--- src/rtl/exe_mem_stage.sv ---
// -----------------------------------------------------------------------------
// exe_mem_stage
//   Execute stage followed by the EXE/MEM pipeline register. Takes the outputs
//   of the ID/EXE register, runs the ALU, resolves conditional branches and
//   jal, and registers the result plus memory/writeback control for MEM.
//
//   Build option:
//     EXE_MUL_EN  defined   : opcode 111 is MUL, computed by an iterative
//                             shift-add multiplier that stalls the upstream
//                             pipe (PC, IF/ID, ID/EXE) while it runs.
//                 undefined : opcode 111 is SRL, single-cycle; stall tied 0.
//
//   Ports
//     clk, rst                      clock, synchronous active-high reset
//     valid_in                      ID/EXE holds a real instruction
//     wen_in, mem_to_reg_in,
//     mem_write_in, mem_read_in     control from ID/EXE
//     branch_in, jal_in             branch (taken on alu_in1==alu_in2) / jal
//     nPC_in, PC_jal_in             PC+1 (link value) / jal target
//     imm_extended_in               branch offset
//     alu_in1, alu_in2, rdata2_in   operands / store data
//     opcode_in, waddr_in           ALU op / destination register
//     stall                         combinational upstream hold
//     pc_sel, pc_target             registered one-cycle redirect
//     valid_out .. waddr_out        EXE/MEM register contents
// -----------------------------------------------------------------------------
module exe_mem_stage #(
  parameter int DSIZE = 32,
  parameter int ISIZE = 32,
  parameter int ASIZE = 5
) (
  input  logic             clk,
  input  logic             rst,
  input  logic             valid_in,
  input  logic             wen_in,
  input  logic             mem_to_reg_in,
  input  logic             mem_write_in,
  input  logic             mem_read_in,
  input  logic             branch_in,
  input  logic             jal_in,
  input  logic [ISIZE-1:0] nPC_in,
  input  logic [ISIZE-1:0] PC_jal_in,
  input  logic [DSIZE-1:0] imm_extended_in,
  input  logic [DSIZE-1:0] alu_in1,
  input  logic [DSIZE-1:0] alu_in2,
  input  logic [DSIZE-1:0] rdata2_in,
  input  logic [2:0]       opcode_in,
  input  logic [ASIZE-1:0] waddr_in,
  output logic             stall,
  output logic             pc_sel,
  output logic [ISIZE-1:0] pc_target,
  output logic             valid_out,
  output logic             wen_out,
  output logic             mem_to_reg_out,
  output logic             mem_write_out,
  output logic             mem_read_out,
  output logic [DSIZE-1:0] alu_result_out,
  output logic [DSIZE-1:0] rdata2_out,
  output logic [ASIZE-1:0] waddr_out
);

  localparam logic [2:0] OP_ADD = 3'b000;
  localparam logic [2:0] OP_SUB = 3'b001;
  localparam logic [2:0] OP_AND = 3'b010;
  localparam logic [2:0] OP_OR  = 3'b011;
  localparam logic [2:0] OP_XOR = 3'b100;
  localparam logic [2:0] OP_SLT = 3'b101;
  localparam logic [2:0] OP_SLL = 3'b110;
  localparam logic [2:0] OP_X7  = 3'b111;

  // EXE/MEM register
  logic             pc_sel_q;
  logic [ISIZE-1:0] pc_target_q;
  logic             valid_q;
  logic             wen_q;
  logic             mem_to_reg_q;
  logic             mem_write_q;
  logic             mem_read_q;
  logic [DSIZE-1:0] result_q;
  logic [DSIZE-1:0] rdata2_q;
  logic [ASIZE-1:0] waddr_q;

  // Next-state values for an ordinary single-cycle instruction
  logic             squash;
  logic             taken_d;
  logic [ISIZE-1:0] target_d;
  logic [DSIZE-1:0] link;
  logic [DSIZE-1:0] alu_d;
  logic [DSIZE-1:0] result_d;

  always_comb begin
    // The instruction behind a redirect is on the wrong path.
    squash   = ~valid_in | pc_sel_q;
    taken_d  = ~squash & ((branch_in & (alu_in1 == alu_in2)) | jal_in);
    target_d = jal_in ? PC_jal_in : (nPC_in + imm_extended_in[ISIZE-1:0]);

    link             = '0;
    link[ISIZE-1:0]  = nPC_in;

    alu_d = '0;
    case (opcode_in)
      OP_ADD: alu_d = alu_in1 + alu_in2;
      OP_SUB: alu_d = alu_in1 - alu_in2;
      OP_AND: alu_d = alu_in1 & alu_in2;
      OP_OR:  alu_d = alu_in1 | alu_in2;
      OP_XOR: alu_d = alu_in1 ^ alu_in2;
      OP_SLT: alu_d = ($signed(alu_in1) < $signed(alu_in2)) ? DSIZE'(1) : '0;
      OP_SLL: alu_d = alu_in1 << alu_in2[4:0];
`ifdef EXE_MUL_EN
      // Product comes from the multiplier FSM, not from this path.
      OP_X7:  alu_d = '0;
`else
      OP_X7:  alu_d = alu_in1 >> alu_in2[4:0];
`endif
      default: alu_d = '0;
    endcase

    result_d = jal_in ? link : alu_d;
  end

`ifdef EXE_MUL_EN
  // state    | meaning
  // IDLE     | normal single-cycle flow; a live opcode 111 starts a multiply
  // MUL_BUSY | one shift-add step per cycle, bubbles into EXE/MEM, stall=1
  // MUL_DONE | product ready; next edge writes it with the held controls
  typedef enum logic [1:0] {IDLE, MUL_BUSY, MUL_DONE} state_t;

  localparam int CW = $clog2(DSIZE);

  state_t           state_q;
  logic [CW-1:0]    cnt_q;
  logic [DSIZE-1:0] mcand_q;
  logic [DSIZE-1:0] mplier_q;
  logic [DSIZE-1:0] prod_q;
  logic             h_wen_q;
  logic             h_m2r_q;
  logic             h_mw_q;
  logic             h_mr_q;
  logic [DSIZE-1:0] h_rdata2_q;
  logic [ASIZE-1:0] h_waddr_q;
  logic             mul_start;

  assign mul_start = (state_q == IDLE) & ~squash & (opcode_in == OP_X7);
  assign stall     = mul_start | (state_q == MUL_BUSY);
`else
  assign stall = 1'b0;
`endif

  always_ff @(posedge clk) begin
    if (rst) begin
      pc_sel_q     <= 1'b0;
      pc_target_q  <= '0;
      valid_q      <= 1'b0;
      wen_q        <= 1'b0;
      mem_to_reg_q <= 1'b0;
      mem_write_q  <= 1'b0;
      mem_read_q   <= 1'b0;
      result_q     <= '0;
      rdata2_q     <= '0;
      waddr_q      <= '0;
`ifdef EXE_MUL_EN
      state_q      <= IDLE;
      cnt_q        <= '0;
      mcand_q      <= '0;
      mplier_q     <= '0;
      prod_q       <= '0;
      h_wen_q      <= 1'b0;
      h_m2r_q      <= 1'b0;
      h_mw_q       <= 1'b0;
      h_mr_q       <= 1'b0;
      h_rdata2_q   <= '0;
      h_waddr_q    <= '0;
`endif
    end else begin
      // Ordinary load; bubbles keep data fields but clear every side effect.
      pc_sel_q     <= taken_d;
      if (taken_d) pc_target_q <= target_d;
      valid_q      <= ~squash;
      wen_q        <= wen_in & ~squash;
      mem_to_reg_q <= mem_to_reg_in;
      mem_write_q  <= mem_write_in & ~squash;
      mem_read_q   <= mem_read_in & ~squash;
      result_q     <= result_d;
      rdata2_q     <= rdata2_in;
      waddr_q      <= waddr_in;
`ifdef EXE_MUL_EN
      // Later assignments below override the ordinary load while multiplying.
      case (state_q)
        IDLE: begin
          if (mul_start) begin
            pc_sel_q    <= 1'b0;
            valid_q     <= 1'b0;
            wen_q       <= 1'b0;
            mem_write_q <= 1'b0;
            mem_read_q  <= 1'b0;
            mcand_q     <= alu_in1;
            mplier_q    <= alu_in2;
            prod_q      <= '0;
            cnt_q       <= CW'(DSIZE - 1);
            h_wen_q     <= wen_in;
            h_m2r_q     <= mem_to_reg_in;
            h_mw_q      <= mem_write_in;
            h_mr_q      <= mem_read_in;
            h_rdata2_q  <= rdata2_in;
            h_waddr_q   <= waddr_in;
            state_q     <= MUL_BUSY;
          end
        end
        MUL_BUSY: begin
          pc_sel_q    <= 1'b0;
          valid_q     <= 1'b0;
          wen_q       <= 1'b0;
          mem_write_q <= 1'b0;
          mem_read_q  <= 1'b0;
          if (mplier_q[0]) prod_q <= prod_q + mcand_q;
          mcand_q  <= mcand_q << 1;
          mplier_q <= mplier_q >> 1;
          if (cnt_q == '0) state_q <= MUL_DONE;
          else             cnt_q   <= cnt_q - 1'b1;
        end
        MUL_DONE: begin
          // Upstream still presents the multiply here; it advances on this edge.
          pc_sel_q     <= 1'b0;
          valid_q      <= 1'b1;
          wen_q        <= h_wen_q;
          mem_to_reg_q <= h_m2r_q;
          mem_write_q  <= h_mw_q;
          mem_read_q   <= h_mr_q;
          result_q     <= prod_q;
          rdata2_q     <= h_rdata2_q;
          waddr_q      <= h_waddr_q;
          state_q      <= IDLE;
        end
        default: state_q <= IDLE;
      endcase
`endif
    end
  end

  assign pc_sel         = pc_sel_q;
  assign pc_target      = pc_target_q;
  assign valid_out      = valid_q;
  assign wen_out        = wen_q;
  assign mem_to_reg_out = mem_to_reg_q;
  assign mem_write_out  = mem_write_q;
  assign mem_read_out   = mem_read_q;
  assign alu_result_out = result_q;
  assign rdata2_out     = rdata2_q;
  assign waddr_out      = waddr_q;

endmodule

--- config.mk ---
export PLATFORM = sky130hd
export DESIGN_NAME = exe_mem_stage
export DESIGN_NICKNAME = d
export VERILOG_FILES = /design/src/rtl/exe_mem_stage.sv
export SDC_FILE = /design/constraint.sdc
export NUM_CORES = 1
export LEC_CHECK = 0
export ABC_AREA = 1
export CAP_MARGIN = 30
export CORE_ASPECT_RATIO = 1.1
export CORE_UTILIZATION = 54
export CTS_CLUSTER_SIZE = 28
export DETAILED_ROUTE_END_ITERATION = 7
export PLACE_DENSITY_LB_ADDON = 0.08
export SYNTH_ARGS = -nofsm -noshare
export SYNTH_HDL_FRONTEND = slang
export SYNTH_SLANG_ARGS = --single-unit
--- constraint.sdc ---
create_clock -name clk -period 3.3 [get_ports clk]
set_input_delay 0.66 -clock clk [delete_from_list [all_inputs] [get_ports clk]]
set_output_delay 0.66 -clock clk [all_outputs]
set_load 0.1 [all_outputs]
==> results of run 1 <==
-- worst paths after layout --
check                                  start                            to  cells after the start
hold / removal    pc_target[28]$_SDFFE_PP0P_    pc_target[28]$_SDFFE_PP0P_                      2
hold reg to reg   pc_target[28]$_SDFFE_PP0P_    pc_target[28]$_SDFFE_PP0P_                      2
setup / recovery                 alu_in1[27]  alu_result_out[0]$_SDFF_PP0_                     15
setup reg to reg           pc_sel$_SDFF_PP0_    pc_target[12]$_SDFFE_PP0P_                      8
-- synth_stat cells (8+ instances only) --
cell type  instances
o21bai_1          11
and2_1             9
nand3b_1          15
nor2_4             8
o21ai_0          106
buf_2             46
inv_1            391
inv_2             15
ha_1             128
nor3_1            21
buf_1             10
dfxtp_1          107
nand3_1          375
nand2_1          810
nor2_1           328
buf_4             16
clkbuf_1          40
xor2_1            12
o21ai_1           32
nand4_1           38
buf_6             13
o211ai_1          28
nor2_2            12
a21oi_1          157
o22ai_1           18
-- worst max-delay path, cell delays in order --
cell and delay [ns]:
clkdlybuf4s50_1 0.49, inv_1 0.07, ha_1 0.39, buf_4 0.19
inv_1 0.17, nand2_1 0.11, nand2_1 0.08, a21oi_1 0.18
o21ai_0 0.16, a21oi_1 0.21, nand3_1 0.16, nand3_1 0.16
nand3_1 0.16, nand2_1 0.10, inv_1 0.04
-- sequential cells by signal, summed over array words and instances, names as in the netlist --
signal          flops
valid_out           1
pc_target          32
mem_write_out       1
wen_out             1
waddr_out           5
mem_to_reg_out      1
rdata2_out         32
pc_sel              1
alu_result_out     32
mem_read_out        1
-- cell families (layout without fill, tap and decap cells) --
logic type,Yosys count,in the layout,share of synthesized area
AND/OR/NAND/NOR,1646,1646,0.458
buffers and inverters,534,876,0.144
AO/OA/AOI/OAI,389,389,0.141
adder cells (fa/ha/maj),131,131,0.107
flip-flops,107,107,0.138
XOR/XNOR,19,19,0.0107
other,1,1,0.000242
multiplexers,1,1,0.000647
-- per-layer routing --
layer / track usage / share of wire / up-vias
met4: 0.293 / 0.074 / 0
met5: 0 / 0 / -
met2: 0.752 / 0.45 / 1385
li1: - / - / 9752
met1: 0.541 / 0.36 / 9259
met3: 0.0734 / 0.11 / 310
-- layout make-up --
class	instances	area, um^2	area share
clock buffers	9	225	0.0115
clock inverters	7	60.1	0.00307
inverters	408	1530	0.0784
multi-input cells	2187	11100	0.568
flip-flops and latches	107	2140	0.110
well taps	363	454	0.0232
repair buffers	452	4020	0.206
-- where the power goes --
part | switching (mW) | internal, mW | total (mW)
Clock | 0.540 | 0.525 | 1.07
Combinational | 2.41 | 1.11 | 3.52
Sequential | 0.0392 | 1.38 | 1.42
Total | 2.99 | 3.01 | 6.00
-- metrics by stage --
| step | util | cells |
|---|---|---|
| finish | 0.698 | 3533 |
| global route | 0.698 | 3533 |
| CTS | 0.698 | 3533 |
| detailed placement | 0.688 | 3517 |
| global placement | 0.688 | 3517 |
| floorplan | - | 2828 |
-- cell usage in the layout, fill, tap and decap left out, drive strengths merged, types with 12 or more instances in the layout --
cell type and n:
dfxtp 107, buf 237, nand4 38, o22ai 18
a21oi 159, nand3 376, inv 408, nor2 352
clkdlybuf4s50 215, nand2 816, o21ai 138, nor3 23
ha 128, xor2 12, o211ai 30, nand3b 15
==> metrics.txt, run 1 <==
# TYPE chip_impl_metric gauge
chip_impl_info{name="outcome",value="completed"} 1
chip_impl_metric{name="worst_slew_margin_rel",unit=""} 0.348
chip_impl_metric{name="cts_buffer_depth",unit=""} 2
chip_impl_metric{name="rrSetupSlack",unit="ns"} 1.68
chip_impl_metric{name="grt_first_pass_wirelength",unit="um"} 103000
chip_impl_metric{name="worst_clock_skew",unit="ns"} 0.00855
chip_impl_metric{name="cts_hold_repair.buffers",unit=""} 0
chip_impl_metric{name="fillers",unit=""} 2551
chip_impl_metric{name="post-route-worst-setup-slack",unit="ns"} 0.225
chip_impl_metric{name="largest_net_degree_at_the_start_of_global_routing",unit=""} 74
chip_impl_info{name="holdCritPathClass",value="reg2reg"} 1
chip_impl_metric{name="pin_count",unit=""} 317
chip_impl_info{name="setup.worst_path.class",value="in2reg"} 1
chip_impl_metric{name="diodes",unit=""} 0
chip_impl_metric{name="dr.first_iter.drc_count",unit=""} 2374
chip_impl_metric{name="groute.usage.overall",unit=""} 0.455
chip_impl_metric{name="design_power_total",unit="mW"} 6.00
chip_impl_metric{name="drcViolationCount",unit=""} 0
chip_impl_metric{name="synth-warning-count",unit=""} 0
chip_impl_metric{name="first_global_vias",unit=""} 19300
chip_impl_metric{name="final_nets",unit=""} 3505
chip_impl_metric{name="synth_seq_cells",unit=""} 107
chip_impl_metric{name="area_delta_synth_final",unit="%"} 26.3
chip_impl_metric{name="synth_edf_count",unit=""} 0
chip_impl_metric{name="grt_antenna_before_repair",unit=""} 0
chip_impl_info{name="synthTopCellsByArea",value="nand2_1 (20%), dfxtp_1 (14%), nand3_1 (12%)"} 1
chip_impl_metric{name="worst_setup_hold_path_clk_slew",unit="ns"} 0.08
chip_impl_metric{name="syn-instance-count",unit=""} 2828
chip_impl_metric{name="synth_area_per_cell",unit="um^2"} 5.47
chip_impl_metric{name="dpl.hpwl",unit="um"} 56100
chip_impl_info{name="cts_tree",value="built"} 1
chip_impl_metric{name="postPlaceCellArea",unit="um^2"} 19300
chip_impl_metric{name="fin_crit_share",unit=""} 0.932
chip_impl_metric{name="fin_hold_ws",unit="ns"} 0.475
chip_impl_info{name="clock-root-buffer",value="clkbuf_16"} 1
chip_impl_metric{name="rows",unit=""} 64
chip_impl_metric{name="synthDistinctLibCells",unit=""} 53
chip_impl_metric{name="preCtsSetupSlack",unit="ns"} -0.0524
chip_impl_metric{name="buffer_ports.inserted",unit=""} 315
chip_impl_metric{name="core",unit="um^2"} 28000
chip_impl_metric{name="routed-via-count",unit=""} 20700
chip_impl_metric{name="routed_wire_length",unit="um"} 68600
chip_impl_info{name="end_kind",value="flip-flop"} 1
chip_impl_metric{name="clock-sinks",unit=""} 107
chip_impl_info{name="setup.worst_path.start_class",value="primary input"} 1
chip_impl_metric{name="ir_worst_vdd",unit="mV"} 0.450
chip_impl_metric{name="share_of_synthesized_registers_carrying_an_async_set_or_reset",unit=""} 0
chip_impl_metric{name="tightestPinTransition",unit="ns"} 0.975
chip_impl_metric{name="cts_post_setup_buffers_inserted",unit=""} 0
chip_impl_metric{name="final_layout_size_suffix_gt1_frac",unit=""} 0.0987
chip_impl_metric{name="maxCapViolCount",unit=""} 0
chip_impl_info{name="rsz0062_at_grt",value="no"} 1
chip_impl_metric{name="worstSkewPairLatency",unit="ns"} 0.36
chip_impl_metric{name="total_leakage_power",unit="nW"} 10.4
chip_impl_metric{name="final.setup.tns",unit="ns"} 0
chip_impl_metric{name="syn_nets",unit=""} 3168
chip_impl_metric{name="cp.arrival",unit="ns"} 3.34
chip_impl_metric{name="vias_per_cell",unit=""} 5.86
chip_impl_metric{name="ctsResizeCount",unit=""} 0
chip_impl_metric{name="initial_core_util",unit=""} 0.552
chip_impl_metric{name="number_of_levels_in_the_clock_h_tree",unit=""} 3
chip_impl_metric{name="synth_top_area_share",unit=""} 0.196
chip_impl_metric{name="grt-ovfl-total",unit=""} 0
chip_impl_metric{name="die_y",unit="um"} 180
chip_impl_metric{name="die_area",unit="um^2"} 29400
chip_impl_metric{name="critical_path_peak_fanout",unit=""} 6
chip_impl_info{name="ys.flop_type",value="dfxtp_1"} 1
chip_impl_metric{name="achievable-frequency",unit="MHz"} 325
chip_impl_metric{name="drt-pass1-iter-count",unit=""} 6
chip_impl_metric{name="chipWidth",unit="um"} 163
chip_impl_info{name="post-synth-top-area-cell",value="nand2_1"} 1
chip_impl_metric{name="number_of_pins_exceeding_their_max_slew_limit_in_the_final_report",unit=""} 0
chip_impl_metric{name="report.final.setup_viol",unit=""} 0
chip_impl_metric{name="cts_inserted_buffers",unit=""} 9
chip_impl_metric{name="power_density",unit="nW/um^2"} 307
chip_impl_metric{name="min_period",unit="ns"} 3.08
chip_impl_metric{name="cell_area_after_layout",unit="um^2"} 19600
chip_impl_metric{name="synth.yosys.seq_area_share",unit=""} 0.138
chip_impl_metric{name="route.detailed.wl_per_inst",unit="um"} 19.4
chip_impl_metric{name="finalWeightedCongestion",unit=""} 1.18
chip_impl_metric{name="final_hold_vio_count",unit=""} 0
chip_impl_metric{name="postRouteAntennaNets",unit=""} 0
chip_impl_metric{name="worstPathRequired",unit="ns"} 3.57
chip_impl_metric{name="mappedNetlistArea",unit="um^2"} 15500
Note: power is estimated with default switching activity, not from simulation.
==> run 2: changes to the inputs <==
CORE_UTILIZATION = 55   (was 54)
CTS_BUF_LIST = sky130_fd_sc_hd__clkbuf_2   (was default)
==> metrics.txt, run 2 (synthesis gave the netlist of run 1 again) <==
# TYPE chip_impl_metric gauge
chip_impl_metric{name="total_leakage_power",unit="nW"} 10.3
chip_impl_metric{name="report.final.setup_viol",unit=""} 0
chip_impl_info{name="worst_path_dominant_cell_family",value="buffers and inverters"} 1
chip_impl_metric{name="final.setup.tns",unit="ns"} 0
chip_impl_info{name="rsz0062_at_grt",value="no"} 1
chip_impl_metric{name="met1Wirelength",unit="um"} 24600
chip_impl_metric{name="worstSkewPairLatency",unit="ns"} 0.69
chip_impl_metric{name="drcViolationCount",unit=""} 2
chip_impl_metric{name="critical_path_peak_fanout",unit=""} 1
chip_impl_info{name="cts_tree",value="built"} 1
chip_impl_info{name="most_frequent_cells_in_the_layout",value="nand2_1 (810), inv_1 (390), nand3_1 (375)"} 1
chip_impl_metric{name="rows",unit=""} 64
chip_impl_metric{name="routed_wire_length",unit="um"} 68000
chip_impl_metric{name="groute.usage.overall",unit=""} 0.460
chip_impl_metric{name="power.share.clock",unit=""} 0.119
chip_impl_metric{name="cp.arrival",unit="ns"} 2.24
chip_impl_info{name="failed_checks",value="DRC"} 1
chip_impl_metric{name="route.detailed.wl_per_inst",unit="um"} 19.2
chip_impl_metric{name="cts_buffer_depth",unit=""} 2
chip_impl_metric{name="cts_post_setup_buffers_inserted",unit=""} 0
chip_impl_metric{name="grt_first_pass_wirelength",unit="um"} 102000
chip_impl_info{name="outcome",value="finished, violations left"} 1
chip_impl_info{name="mostFrequentLayoutCell",value="nand2_1"} 1
chip_impl_metric{name="p_sw_frac",unit=""} 0.523
chip_impl_metric{name="number_of_levels_in_the_clock_h_tree",unit=""} 3
chip_impl_metric{name="final_layout_size_suffix_gt1_frac",unit=""} 0.0987
chip_impl_metric{name="largest_net_degree_at_the_start_of_global_routing",unit=""} 73
chip_impl_metric{name="power_switching",unit="mW"} 2.93
chip_impl_metric{name="final_nets",unit=""} 3508
chip_impl_info{name="clock-root-buffer",value="clkbuf_2"} 1
chip_impl_metric{name="chipWidth",unit="um"} 162
chip_impl_metric{name="ctsResizeCount",unit=""} 0
chip_impl_metric{name="min_period",unit="ns"} 2.90
chip_impl_metric{name="dr.first_iter.drc_count",unit=""} 2606
chip_impl_metric{name="sequentialPowerShare",unit=""} 0.254
chip_impl_metric{name="p_comb_frac",unit=""} 0.627
chip_impl_info{name="setup.worst_path.class",value="reg2out"} 1
chip_impl_metric{name="grt_antenna_before_repair",unit=""} 3
chip_impl_metric{name="worst_setup_hold_path_clk_slew",unit="ns"} 0.32
chip_impl_metric{name="number_of_pins_exceeding_their_max_slew_limit_in_the_final_report",unit=""} 0
chip_impl_info{name="holdCritPathClass",value="in2reg"} 1
chip_impl_metric{name="dpl.hpwl",unit="um"} 55800
chip_impl_metric{name="worst_slew_margin_rel",unit=""} 0.342
chip_impl_metric{name="timing.critical_path.buf_inv",unit=""} 1
chip_impl_metric{name="worstPathRequired",unit="ns"} 2.64
chip_impl_metric{name="finalWeightedCongestion",unit=""} 1.22
chip_impl_metric{name="buffer_ports.inserted",unit=""} 315
chip_impl_metric{name="grt-ovfl-total",unit=""} 0
chip_impl_metric{name="pin_count",unit=""} 317
chip_impl_metric{name="clock-sinks",unit=""} 107
chip_impl_info{name="top_layer_used",value="met5"} 1
chip_impl_metric{name="dr_wl_met2",unit="um"} 30200
chip_impl_metric{name="vias_per_cell",unit=""} 5.88
chip_impl_metric{name="post-route-util",unit=""} 0.698
chip_impl_metric{name="drt-pass1-iter-count",unit=""} 8
chip_impl_metric{name="cts_hold_repair.buffers",unit=""} 0
chip_impl_metric{name="final_hold_vio_count",unit=""} 0
chip_impl_metric{name="ir_worst_vdd",unit="mV"} 0.270
chip_impl_info{name="cp_slowest_cell",value="clkdlybuf4s50_1"} 1
chip_impl_metric{name="die_y",unit="um"} 178
chip_impl_metric{name="worst_clock_skew",unit="ns"} 0.0357
chip_impl_metric{name="power_density",unit="nW/um^2"} 290
chip_impl_metric{name="area_delta_synth_final",unit="%"} 24.9
chip_impl_metric{name="initial_core_util",unit=""} 0.559
chip_impl_metric{name="cts_inserted_buffers",unit=""} 9
chip_impl_metric{name="achievable-frequency",unit="MHz"} 345
chip_impl_metric{name="maxCapViolCount",unit=""} 0
chip_impl_metric{name="postRouteAntennaNets",unit=""} 0
chip_impl_metric{name="route.met3.wl",unit="um"} 8210
chip_impl_metric{name="internal_power",unit="mW"} 2.67
chip_impl_metric{name="die_area",unit="um^2"} 28800
chip_impl_metric{name="core",unit="um^2"} 27700
chip_impl_metric{name="tightestPinTransition",unit="ns"} 0.984
chip_impl_metric{name="max_stage_delay",unit="ns"} 1.14
chip_impl_info{name="timing.critical_path.cells",value="clkdlybuf4s50_1"} 1
chip_impl_metric{name="first_global_vias",unit=""} 19200
chip_impl_metric{name="fin_crit_share",unit=""} 0.879
chip_impl_metric{name="routed-via-count",unit=""} 20800
chip_impl_info{name="end_kind",value="output pin"} 1
chip_impl_info{name="setup.worst_path.start_class",value="flip-flop"} 1
run 2: cell count changes in the layout (fill, tap and decap cells not counted):
cell	previous run	this run
buf_12	8	2
diode_2	0	2
clkinv_8	1	0
clkbuf_16	9	0
buf_4	226	234
clkdlybuf4s50_1	215	216
clkinvlp_4	1	0
inv_8	0	1
bufinv_16	0	1
clkinv_2	4	2
clkinv_1	1	2
clkbuf_2	0	9
run 2: through the flow:
step	worst slack [ns]	power, mW	cells	hold slack (ns)	cell area (um^2)
after floorplan	0.401	3.69	2828	0.767	15500
after global placement	-0.0265	4.80	3520	0.452	19200
after detailed placement	-0.0670	4.84	3520	0.459	19200
after CTS	0.387	5.51	3535	0.414	19300
after global routing	0.380	5.88	3537	0.406	19300
final	0.399	5.61	3537	0.420	19300
run 2: power by group through the flow:
stage	registers (mW)	clock network (mW)	logic, mW
after floorplan	2.08	0	1.61
after global placement	1.44	0	3.35
after detailed placement	1.45	0	3.40
after CTS	1.42	0.674	3.41
after global routing	1.43	0.719	3.73
final	1.42	0.669	3.51
run 2: final cells by class:
| cell class | count | area [um^2] |
|---|---|---|
| antenna | 2 | 5.00 |
| clock buffer | 9 | 45.0 |
| clock inverter | 6 | 71.3 |
| fill | 2613 | 8360 |
| inverter | 408 | 1530 |
| multi-input combinational | 2187 | 11100 |
| sequential | 107 | 2140 |
| tap | 363 | 454 |
| timing repair buffer | 455 | 3970 |
run 2: path summary, 6_finish.rpt:
path                                            startpoint                    endpoint  slack, ns  cells after the start
worst max-delay path             rdata2_out[31]$_SDFF_PP0_              rdata2_out[31]       0.40                      1
worst min register to register  pc_target[20]$_SDFFE_PP0P_  pc_target[20]$_SDFFE_PP0P_       0.49                      2
worst min-delay path                         rdata2_in[18]   rdata2_out[18]$_SDFF_PP0_       0.42                      3
worst max register to register           pc_sel$_SDFF_PP0_  pc_target[14]$_SDFFE_PP0P_       1.75                     10
run 2: layer usage:
layer	vias up	GRT usage
met4	2	0.316
li1	9743	-
met1	9245	0.537
met5	-	0
met3	339	0.0942
met2	1470	0.754
==> RTL edit: new RTL, settings of run 1 <==
Take the reset off `result_q` and load it in a clocked block of its own.
--- a/src/rtl/exe_mem_stage.sv
+++ b/src/rtl/exe_mem_stage.sv
@@ -156,5 +156,4 @@
       mem_write_q  <= 1'b0;
       mem_read_q   <= 1'b0;
-      result_q     <= '0;
       rdata2_q     <= '0;
       waddr_q      <= '0;
@@ -181,5 +180,4 @@
       mem_write_q  <= mem_write_in & ~squash;
       mem_read_q   <= mem_read_in & ~squash;
-      result_q     <= result_d;
       rdata2_q     <= rdata2_in;
       waddr_q      <= waddr_in;
@@ -238,4 +236,8 @@
   end
 
+  always_ff @(posedge clk) begin
+    result_q <= result_d;
+  end
+
   assign pc_sel         = pc_sel_q;
   assign pc_target      = pc_target_q;
Function: changed (Yosys sat finds a counterexample within 4 cycles, from zero or initial values and one cycle with rst high).
==> RTL edit against run 1 <==
- combinational power increased by 3%
- setup slack improved by 60 ps
- wire length about the same
- the flow now finishes with violations (DRC)
- total power increased by 3.4%
- sequential cell count unchanged
- critical path type unchanged
- non-clock buffer count decreased by 12
- area after synthesis decreased by 0.65%
- cell area decreased by 0.52%
==> RTL edit: results (changes against run 1) <==
* Antenna cells at 0 (unchanged)
* Lkg Pwr at 10.6 nW (+2.1%)
* Clock root buffer: clkbuf_16
* Worst Hold Class: flip-flop to flip-flop
* Ys Warns at 0 (unchanged)
* Share of post-route cells with drive strength above 1 at 9.17% (-0.70 points)
* Final nets at 3,519 (+0.40%)
* Place WS at -7.65 ps (+44.7 ps)
* Status: finished, violations left
* Clk buf depth at 2 (unchanged)
* Worst-Margin Slew at 990 ps (+15.3 ps)
* Ys async rst share at 0% (unchanged)
* Top_reg_cell synth: dfxtp_1
* Post-CTS Setup Bufs at 0 (unchanged)
* Yosys cell types at 45 (-15%)
* Number of max-cap violations at 0 (unchanged)
* Post-CTS sizing at 0 (unchanged)
* Synth Area in Compound Gates at 11.6% (-2.5 points)
* Placed wire-length estimate at 55,900 µm (-0.28%)
* CTS Buf Count at 9 (unchanged)
* Worst-Skew Late Latency at 360 ps (about the same)
* Drt first-iter violations at 2,570 (+8.3%)
* Cts hold-fix bufs at 0 (unchanged)
* Failing checks: DRC
* First-pass GRT wire length at 102,000 µm (-1.5%)
* H-tree Lvls at 3 (unchanged)
* GPL Wtd Cong at 1.16 (-2.1%)
* Crit Path Max Fanout at 6 (unchanged)
* Clock transition at path regs at 70 ps
* Residual DRC at 3 (+3)
* Sequential area share after synthesis at 13.9% (+0.091 points)
* XOR/XNOR Fraction of Synth Area at 1.59% (+0.52 points)
* Drt pass-1 iters at 8 (+2)
* Mapped Nets at 3,190 (+0.69%)
* Dominant cells by area after synthesis: nand2_1 (21%), nand3_1 (14%), dfxtp_1 (14%)
* GRT Util Overall at 45.5% (about the same)
* Vias/cell at 5.87 (+0.10%)
* DR WL/cell at 19.3 µm (-0.41%)
* Area share of fa/ha/maj cells after synthesis at 10.8% (+0.071 points)
* Top post-synthesis cells by count: nand2_1 (880), nand3_1 (439), inv_1 (422)
* # port buffers at 315 (unchanged)
* Number of global-route vias before repair at 19,200 (-0.62%)
* WL final at 68,600 µm (about the same)
* Syn Area/Cell at 5.40 µm² (-1.4%)
* Antenna violations before repair at 0 (unchanged)
* Worst vdd ir at 0.000525 V (+17%)
* Largest net degree at the start of global routing at 71 (-4.1%)
* Post-synthesis mux area share at 0.0651% (+0.00043 points)
* Clk_skew at 3.81 ps (-4.74 ps)
-- RTL edit: per-stage QoR --
stage	area, µm²	hold slack, ps
6_report	19500	467
3_3_place_gp	19100	453
3_5_place_dp	19100	457
5_1_grt	19500	480
2_1_floorplan	15400	766
4_1_cts	19500	468
-- RTL edit: cell type report --
| class | count | area (µm²) |
|---|---|---|
| well taps | 363 | 454 |
| inverters | 429 | 1620 |
| clock inverters | 6 | 71.3 |
| repair buffers | 440 | 3930 |
| clock buffers | 10 | 239 |
| flip-flops and latches | 107 | 2140 |
| fillers | 2628 | 8410 |
| multi-input cells | 2192 | 11000 |
-- RTL edit: report_power, final --
part | total (mW) | internal, mW | switching [mW]
sequential | 1.44 | 1.39 | 0.0490
combinational | 3.62 | 1.12 | 2.50
clock | 1.14 | 0.618 | 0.522
-- RTL edit: path summary, 6_finish.rpt --
kind                                    start  cells after the start  slack (ps)                 end
worst max-delay path              alu_in2[13]                     16         290  alu_result_out[22]
worst min-delay path            pc_target[20]                      2         470       pc_target[20]
worst max register to register         pc_sel                      7        1800        pc_target[1]
worst min register to register  pc_target[20]                      2         470       pc_target[20]
-- RTL edit: cells by family after synthesis --
family                   count (synthesis)
flip-flops                             107
multiplexers                             1
other                                    1
AO/OA/AOI/OAI                          318
adder cells (fa/ha/maj)                131
AND/OR/NAND/NOR                       1713
buffers and inverters                  551
XOR/XNOR                                28
-- RTL edit: metal layers --
| metal | share of wire (%) | up-vias | routed length (µm) | global-route usage, % |
|---|---|---|---|---|
| li1 | - | 9728 | - | - |
| met1 | 35 | 9225 | 24000 | 52.6 |
| met2 | 45 | 1499 | 30800 | 75.7 |
| met3 | 12 | 357 | 8310 | 8.07 |
| met4 | 7.9 | 0 | 5430 | 32.5 |
| met5 | 0 | - | 0 | 0 |
-- RTL edit: critical path: stages --
cell and delay [ps]:
clkdlybuf4s50_1 530, inv_1 80, ha_1 470, buf_4 200, nand2_1 90, nor2_1 210, buf_4 180, a21oi_1 60
nand2_1 200, nand2_1 130, nand2_1 70, nand2_1 40, nand3_1 60, nand3_1 90, nand2_1 100, nand2_1 80
